## src/rtl/tm1638_frame_sched.sv

```systemverilog
// Frame scheduler for the TM1638 display engine: round-robin between two
// frame requesters, periodic refresh of the last shown frame, per-transaction watchdog.
//
// state | meaning
// IDLE  | arbitrate requests, count towards the next refresh
// ISSUE | granted frame registered, waiting for the engine to be free to start
// WAIT  | engine running, watchdog counting down
// ACK   | completion: ack to the requester (none for refresh), bump frame count
module tm1638_frame_sched #(
    parameter logic [23:0] REFRESH_DIV = 24'd1_000_000,
    parameter logic [23:0] TIMEOUT_CYC = 24'd8_000_000
) (
    input  logic        clk,
    input  logic        rst_n,
    input  logic [1:0]  req_i,
    input  logic [47:0] req_data_i,
    input  logic [2:0]  brightness_i,
    input  logic        drv_busy_i,
    input  logic        drv_done_i,
    output logic        drv_start_o,
    output logic [23:0] drv_data_o,
    output logic [7:0]  drv_cmd3_o,
    output logic [1:0]  ack_o,
    output logic        busy_o,
    output logic        timeout_o,
    output logic [15:0] frame_cnt_o
);

    typedef enum logic [1:0] {
        S_IDLE  = 2'd0,
        S_ISSUE = 2'd1,
        S_WAIT  = 2'd2,
        S_ACK   = 2'd3
    } state_t;

    state_t      state;
    logic [23:0] shadow;
    logic [23:0] refresh_cnt;
    logic [23:0] wdog_cnt;
    logic        rr_last;
    logic        grant_idx;
    logic        grant_refresh;
    logic        req_sel;
    logic [23:0] req_frame;

    // With both requesting, the one not served last wins.
    assign req_sel   = (req_i == 2'b11) ? ~rr_last : req_i[1];
    assign req_frame = req_sel ? req_data_i[47:24] : req_data_i[23:0];

    // Start is decoded so the pulse lands in the first free ISSUE cycle.
    assign drv_start_o = (state == S_ISSUE) && !drv_busy_i;
    assign busy_o      = (state != S_IDLE);

    always_ff @(posedge clk or negedge rst_n) begin
        if (!rst_n) begin
            state         <= S_IDLE;
            drv_data_o    <= 24'd0;
            drv_cmd3_o    <= 8'h88;
            ack_o         <= 2'b00;
            timeout_o     <= 1'b0;
            frame_cnt_o   <= 16'd0;
            shadow        <= 24'd0;
            refresh_cnt   <= 24'd0;
            wdog_cnt      <= 24'd0;
            rr_last       <= 1'b1;
            grant_idx     <= 1'b0;
            grant_refresh <= 1'b0;
        end else begin
            ack_o <= 2'b00;
            case (state)
                S_IDLE: begin
                    if (req_i != 2'b00) begin
                        grant_idx     <= req_sel;
                        grant_refresh <= 1'b0;
                        rr_last       <= req_sel;
                        drv_data_o    <= req_frame;
                        shadow        <= req_frame;
                        drv_cmd3_o    <= {5'b10001, brightness_i};
                        refresh_cnt   <= 24'd0;
                        state         <= S_ISSUE;
                    end else if (refresh_cnt == REFRESH_DIV - 24'd1) begin
                        grant_refresh <= 1'b1;
                        drv_data_o    <= shadow;
                        drv_cmd3_o    <= {5'b10001, brightness_i};
                        refresh_cnt   <= 24'd0;
                        state         <= S_ISSUE;
                    end else begin
                        refresh_cnt <= refresh_cnt + 24'd1;
                    end
                end
                S_ISSUE: begin
                    if (!drv_busy_i) begin
                        wdog_cnt <= TIMEOUT_CYC - 24'd1;
                        state    <= S_WAIT;
                    end
                end
                S_WAIT: begin
                    if (drv_done_i) begin
                        if (!grant_refresh)
                            ack_o <= grant_idx ? 2'b10 : 2'b01;
                        frame_cnt_o <= frame_cnt_o + 16'd1;
                        state       <= S_ACK;
                    end else if (wdog_cnt == 24'd0) begin
                        // Abandon without ack; a held request is simply re-arbitrated.
                        timeout_o <= 1'b1;
                        state     <= S_IDLE;
                    end else begin
                        wdog_cnt <= wdog_cnt - 24'd1;
                    end
                end
                S_ACK: begin
                    state <= S_IDLE;
                end
                default: begin
                    state <= S_IDLE;
                end
            endcase
        end
    end

endmodule

```

## config.mk

```make
export PLATFORM = sky130hd
export DESIGN_NAME = tm1638_frame_sched
export DESIGN_NICKNAME = d
export VERILOG_FILES = /design/src/rtl/tm1638_frame_sched.sv
export SDC_FILE = /design/constraint.sdc
export NUM_CORES = 1
export LEC_CHECK = 0
export CORE_MARGIN = 2
export CORE_UTILIZATION = 55
export DETAILED_ROUTE_END_ITERATION = 8
export GPL_TIMING_DRIVEN = 1
export PLACE_DENSITY = 0.83
export SETUP_SLACK_MARGIN = 0.1
export SLEW_MARGIN = 25
export SYNTH_ARGS = -nofsm -noshare
export SYNTH_HDL_FRONTEND = slang
export SYNTH_SLANG_ARGS = --single-unit
```

## constraint.sdc

```tcl
create_clock -name clk -period 5.4 [get_ports clk]
set_clock_uncertainty 0.15 [all_clocks]
set_input_delay 1.35 -clock clk [delete_from_list [all_inputs] [get_ports clk]]
set_output_delay 1.35 -clock clk [all_outputs]
set_load 0.02 [all_outputs]
```

==> out/qor.yml, run 1 <==
status:
  run_status: "completed"
clock_network:
  cts_tree: "done"
  post_cts_buffers: 0
  clock_latency_ps: 530
  clk_path_buf_depth: 2
  cts.htree.levels: 4
  cts_resized: 0
  postCtsHoldBufs: 0
  clk_pin_slew_ps: 50
  cts_num_sinks: 123
  numCtsBuffers: 17
  cts_root_buffer: "clkbuf_8"
worst_setup_path:
  arrival_ps: 3030
  crit_start: "drv_busy_i"
  path_class: "in2out"
  crit_fanout: 17
  r2r_end: "refresh_cnt[13]$_DFFE_PN0P_"
  r2r.worst_path.cells: 6
  worstSetupEndpoint: "drv_start_o"
  crit_path_end_kind: "output pin"
  timing.rr.start: "refresh_cnt[20]$_DFFE_PN0P_"
  rrSetupSlack_ps: 2510
  required_ps: 3900
  startpoint_type: "input port"
cells_and_area:
  n_antenna_cell: 0
  area_growth_pct: 28.9
  fin_cells: 845
  fin_nets: 753
  drive_above_1_share_pct: 11.8
synth:
  synth_seq_area_share_pct: 50.9
  synth_cells: 593
  syn_avg_cell_area_um2: 10.2
  yosys.area_share.simple_pct: 18.1
  synth_xor_area_share_pct: 6.09
  synth-async-reset-ratio_pct: 100
  synth_edf_count: 0
  synth_cell_types: 56
  syn_area_um2: 6040
  synthAdderAreaFrac_pct: 0.828
  yosys-mux-area-fraction_pct: 9.50
  synth-compound-area-share_pct: 10.9
  synth_ff_type: "dfrtp_1"
  synth_seq_cells: 123
  synth_warnings: 0
  synth_top_family_by_area: "simple AND/OR/NAND/NOR gates"
floorplanning:
  die_h_um: 109
  die_width_um: 109
  start_util_pct: 56.0
  die-area_um2: 11800
  ios: 110
  rows: 38
  core_um2: 10800
timing:
  finalSetupViolations: 0
  final-hold-violation-count: 0
  maxSlewViolCount: 0
  worst_pin_slew_ps: 969
  slew-limit-headroom_pct: 34.8
  fin_crit_ps: 4530
  grt_setup_unrepaired: "no"
  post-route-period-util_pct: 83.8
  max_freq_mhz: 221
  setup_tns_ps: 0
routing:
  detail_route.wl_per_cell_um: 16.3
  drc: 0
  viasPerCell: 5.66
  routed_wl_um: 13800
  vias: 4780
  ant_nets: 0
  firstDrtPassIters: 5
  drtIter0Drc: 274
grt:
  grt_usage_pct: 24.9
  grt_pass1_vias: 4804
  antenna_found_initial: 0
  grt_max_degree: 67
  grt-ovfl-total: 0
  grt_pass1_wl_um: 22700
placement:
  gp_congestion: 0.854
  placement.io_buffers: 104
  dp_cells: 812
  hpwlAfterDp_um: 9330
power_and_ir_drop:
  peakVddDrop_mv: 0.322
  p_sw_mw: 1.15
  combPwrFrac_pct: 31.0
  p_clk_share_pct: 31.9
  p_seq_share_pct: 37.1
  p_per_area_nw_per_um2: 462
  leakagePower_nw: 3.28
  p_total_mw: 3.60
  p_sw_share_pct: 32.1
  p_int_mw: 2.45
min_path:
  hold_start: "timeout_o$_DFFE_PN0P_"
  hold_path_class: "reg2reg"
flow_run:
  drv_cap: 0
[worst max-delay path: stages]
cell and delay, ps:
clkdlybuf4s50_1 450, or3b_1 450, inv_6 160, clkdlybuf4s50_1 620
[synth_stat cells, types with 5 or more instances]
cell type | count | share of area, %
clkbuf_1 | 20 | 1.2
nand3_1 | 15 | 1.2
mux2_2 | 27 | 5.0
nor3_1 | 11 | 0.91
buf_4 | 5 | 0.62
o21ai_0 | 34 | 2.8
nor2_1 | 77 | 4.8
nand4_1 | 13 | 1.3
xnor2_1 | 28 | 4.1
and4_1 | 8 | 1.2
inv_1 | 12 | 0.75
nand2_1 | 54 | 3.4
o21ai_1 | 5 | 0.41
xor2_1 | 14 | 2.0
dfrtp_1 | 122 | 51
a21oi_1 | 30 | 2.5
nor4_1 | 6 | 0.62
a31oi_1 | 7 | 0.72
mux2i_1 | 27 | 4.5
[per-layer routing]
layer | global-route usage [%] | vias to the layer above | share of wire (%)
li1 | - | 2252 | -
met1 | 30.1 | 2357 | 41
met2 | 41.7 | 146 | 51
met3 | 8.31 | 25 | 5.8
met4 | 8.97 | 0 | 1.7
met5 | 0 | - | 0
[cells by family (layout without fill, tap and decap cells)]
group | Yosys count | in the layout
AND/OR/NAND/NOR | 222 | 222
flip-flops | 123 | 123
AO/OA/AOI/OAI | 99 | 99
multiplexers | 54 | 54
buffers and inverters | 47 | 156
XOR/XNOR | 42 | 42
adder cells (fa/ha/maj) | 4 | 4
other | 2 | 5
[area by class of cell]
| cell class | instances | area (um^2) |
|---|---|---|
| sequential | 123 | 3080 |
| fill | 751 | 3000 |
| multi-input combinational | 426 | 2780 |
| timing repair buffer | 111 | 1110 |
| clock buffer | 24 | 450 |
| tap | 140 | 175 |
| clock inverter | 8 | 144 |
| inverter | 13 | 53.8 |
[sequential cells by signal, summed over array words and instances (netlist names)]
register / count
drv_data_o: 24
refresh_cnt: 24
shadow: 24
wdog_cnt: 24
frame_cnt_o: 16
drv_cmd3_o: 3
ack_o: 2
state: 2
grant_idx: 1
grant_refresh: 1
rr_last: 1
timeout_o: 1
[placed cells by master, fill, tap and decap left out, types with 3 or more instances in the layout]
cell,synthesis,final
dfrtp_1,122,122
clkdlybuf4s50_1,0,103
nor2_1,77,76
nand2_1,54,54
o21ai_0,34,34
a21oi_1,30,30
xnor2_1,28,28
mux2i_1,27,27
mux2_2,27,27
clkbuf_16,0,16
nand3_1,15,15
xor2_1,14,14
nand4_1,13,13
inv_1,12,12
nor3_1,11,11
and4_1,8,8
a31oi_1,7,7
buf_4,5,7
nor4_1,6,6
clkbuf_1,20,6
o21ai_1,5,5
conb_1,2,5
or4_1,4,4
and3_1,4,4
nand2b_1,4,4
or3_1,4,4
ha_1,4,4
bufinv_16,0,4
nor3b_1,3,3
or2_2,3,3
and2_1,3,3
o211ai_1,3,3
a31o_2,3,3
o31ai_1,3,3
clkinv_2,0,3
[power by group through the flow]
stage               Sequential (mW)  Combinational (mW)  Clock (mW)
CTS                            1.33                1.12        1.16
detailed placement             1.34                1.11           0
global placement               1.32                1.07           0
finish                         1.34                1.12        1.15
floorplan                      1.44               0.537           0
global route                   1.36                1.21        1.21
[per-stage QoR]
step / hold WS [ps] / utilization, % / instance area, um^2 / setup WS (ps)
floorplan: 277 / - / 6060 / 1540
global placement: 307 / 66.4 / 7170 / 919
detailed placement: 314 / 66.4 / 7170 / 887
CTS: 325 / 71.9 / 7760 / 864
global route: 335 / 72.2 / 7790 / 838
finish: 319 / 72.2 / 7790 / 873
[worst min-delay path by stage]
stage                     cells past startpoint                     endpoint  slack (ps)
after floorplan                               1           ack_o[0]$_DFF_PN0_         280
after CTS                                     1  frame_cnt_o[15]$_DFFE_PN0P_         320
after detailed placement                      1        timeout_o$_DFFE_PN0P_         310
after global routing                          1  frame_cnt_o[15]$_DFFE_PN0P_         330
after global placement                        1  frame_cnt_o[15]$_DFFE_PN0P_         310
final                                         1        timeout_o$_DFFE_PN0P_         320
No activity file was read; power rests on OpenSTA's default activity.
==> inputs of run 2 (changes only) <==
--- a/config.mk
+++ b/config.mk
@@ -6,10 +6,10 @@
 export NUM_CORES = 1
 export LEC_CHECK = 0
 export CORE_MARGIN = 2
-export CORE_UTILIZATION = 55
+export CORE_UTILIZATION = 53
 export DETAILED_ROUTE_END_ITERATION = 8
 export GPL_TIMING_DRIVEN = 1
-export PLACE_DENSITY = 0.83
+export PLACE_DENSITY = 0.81
 export SETUP_SLACK_MARGIN = 0.1
 export SLEW_MARGIN = 25
 export SYNTH_ARGS = -nofsm -noshare
==> constraint.sdc (replaced) <==
create_clock -name clk -period 4.2 [get_ports clk]
set_clock_uncertainty 0.15 [all_clocks]
set_input_delay 1.05 -clock clk [delete_from_list [all_inputs] [get_ports clk]]
set_output_delay 1.05 -clock clk [all_outputs]
set_load 0.02 [all_outputs]
==> out/qor.yml, run 2 (same netlist as run 1, synthesis figures left out) <==
routing:
  drtIter0Drc: 446  # +63%
  met3_length_um: 664  # -17%
  ant_nets: 0  # unchanged
  firstDrtPassIters: 4  # -1
  met2WireLength_um: 6760  # -4.0%
  viasPerCell: 5.54  # -2.1%
  detail_route.wl_per_cell_um: 15.8  # -2.8%
  vias: 4695  # -1.8%
  met1_length_um: 5910  # +3.5%
  routed_wl_um: 13400  # -2.5%
  topRoutingLayerUsed: "met4"
  drc: 0  # unchanged
worst_setup_path:
  path_class: "in2out"
  crit_path_end_kind: "output pin"
  worstSetupEndpoint: "drv_start_o"
  r2r_end: "drv_data_o[19]$_DFFE_PN0P_"
  rrSetupSlack_ps: 1030  # -1480 ps
  crit_fanout: 17  # unchanged
  required_ps: 3000  # -900 ps
  startpoint_type: "input port"
  timing.rr.start: "refresh_cnt[12]$_DFFE_PN0P_"
  arrival_ps: 2720  # -310 ps
  r2r.worst_path.cells: 6  # unchanged
  crit_start: "drv_busy_i"
power_and_ir_drop:
  combPwrFrac_pct: 31.0  # about the same
  p_int_mw: 3.10  # +27%
  p_seq_share_pct: 37.3  # +0.2 points
  leakagePower_nw: 3.28  # +0.13%
  p_sw_mw: 1.50  # +30%
  p_per_area_nw_per_um2: 590  # +28%
  peakVddDrop_mv: 0.441  # +37%
  p_sw_share_pct: 32.6  # +0.54 points
  p_clk_share_pct: 31.7  # -0.2 points
min_path:
  hold_path_class: "reg2reg"
clock_network:
  clock_latency_ps: 410  # -120 ps
  post_cts_buffers: 0  # unchanged
  postCtsHoldBufs: 0  # unchanged
  clk_pin_slew_ps: 50  # about the same
  cts.htree.levels: 4  # unchanged
  cts_resized: 0  # unchanged
  cts_num_sinks: 123  # unchanged
  cts_tree: "done"
  clk_path_buf_depth: 2  # unchanged
  cts_root_buffer: "clkbuf_16"
  numCtsBuffers: 17  # unchanged
timing:
  maxSlewViolCount: 0  # unchanged
  holdWs_ps: 328  # +8.76 ps
  post-route-period-util_pct: 93.4
  max_freq_mhz: 255
  worst_pin_slew_ps: 1030  # +64.9 ps
  final-hold-violation-count: 0  # unchanged
  grt_setup_unrepaired: "no"
  slew-limit-headroom_pct: 30.4  # -4.4 points
  setup_tns_ps: 0  # unchanged
  fin_crit_ps: 3920
  finalSetupViolations: 0  # unchanged
grt:
  grt_pass1_vias: 4750  # -1.1%
  grt_max_degree: 59  # -12%
  grt_usage_pct: 23.1  # -1.8 points
  grt_pass1_wl_um: 23100  # +1.8%
  grt-ovfl-total: 0  # unchanged
  antenna_found_initial: 0  # unchanged
floorplanning:
  ios: 110  # unchanged
  die_width_um: 111  # +1.8%
  core_um2: 11000  # +1.8%
  rows: 38  # unchanged
  die-area_um2: 12300  # +3.6%
  start_util_pct: 55.0  # -0.97 points
  die_h_um: 111  # +1.8%
cells_and_area:
  fin_nets: 756  # +0.40%
  final_cell_mix: "dfrtp_1 (122), clkdlybuf4s50_1 (103), nor2_1 (76)"
  drive_above_1_share_pct: 12.9  # +1.1 points
  fill_cells: 760  # +1.2%
  n_antenna_cell: 0  # unchanged
  area_growth_pct: 29.0  # about the same
  layout_commonest_cell: "dfrtp_1"
placement:
  gp_congestion: 0.829  # -2.9%
  hpwlAfterDp_um: 8950  # -4.1%
  placement.io_buffers: 104  # unchanged
flow_run:
  drv_cap: 0  # unchanged
status:
  run_status: "completed"
-- run 2: changes by cell type in the layout (fill, tap and decap cells not counted), sizes merged --
cell / change
bufinv: -2
clkinvlp: +3
buf: +3
clkbuf: -2
clkinv: +1
-- run 2: power groups by stage --
stage / sequential (mW) / clock, mW / combinational, mW
floorplan: 1.85 / 0 / 0.690
global route: 1.76 / 1.55 / 1.56
CTS: 1.71 / 1.48 / 1.45
finish: 1.72 / 1.46 / 1.43
detailed placement: 1.71 / 0 / 1.44
global placement: 1.71 / 0 / 1.39
-- run 2: critical path: stages --
cell             delay (ps)
clkdlybuf4s50_1         440
or3b_1                  440
inv_6                   160
clkdlybuf4s50_1         620
-- run 2: worst min-delay path by stage --
stage,from,to,slack (ps),depth (start not counted)
2_1_floorplan,grant_idx$_DFFE_PN0P_,ack_o[0]$_DFF_PN0_,280,1
3_3_place_gp,frame_cnt_o[15]$_DFFE_PN0P_,frame_cnt_o[15]$_DFFE_PN0P_,310,1
3_5_place_dp,timeout_o$_DFFE_PN0P_,timeout_o$_DFFE_PN0P_,320,1
4_1_cts,timeout_o$_DFFE_PN0P_,timeout_o$_DFFE_PN0P_,330,1
5_1_grt,frame_cnt_o[15]$_DFFE_PN0P_,frame_cnt_o[15]$_DFFE_PN0P_,340,1
6_report,timeout_o$_DFFE_PN0P_,timeout_o$_DFFE_PN0P_,330,1
-- run 2: cell type report --
type / count / area, um^2 / share of cell area, %
clock buffer: 22 / 484 / 6.21
clock inverter: 10 / 115 / 1.48
inverter: 13 / 53.8 / 0.690
multi-input combinational: 426 / 2780 / 35.6
sequential: 123 / 3080 / 39.5
tap: 140 / 175 / 2.25
timing repair buffer: 114 / 1110 / 14.3
-- run 2: per-stage QoR --
stage	total power [mW]	std cells	utilization (%)	setup slack, ps	area [um^2]
after floorplan	2.54	596	-	943	6060
after global placement	3.10	816	65.6	311	7200
after detailed placement	3.15	816	65.6	289	7200
after CTS	4.64	848	71.0	280	7800
after global routing	4.86	848	71.0	225	7800
final	4.60	848	71.0	276	7800
-- run 2: layer usage --
metal / up-vias / global-route usage (%)
met4: 0 / 6.33
met5: - / 0
met2: 109 / 38.1
met3: 9 / 7.11
met1: 2301 / 29.7
li1: 2276 / -
==> inputs of run 3 (changes only) <==
--- a/config.mk
+++ b/config.mk
@@ -7,6 +7,7 @@
 export LEC_CHECK = 0
 export CORE_MARGIN = 2
 export CORE_UTILIZATION = 53
+export CTS_CLUSTER_DIAMETER = 150
 export DETAILED_ROUTE_END_ITERATION = 8
 export GPL_TIMING_DRIVEN = 1
 export PLACE_DENSITY = 0.81
==> results of run 3 <==
The final DEF is identical to that of run 2; final timing and power are the same.
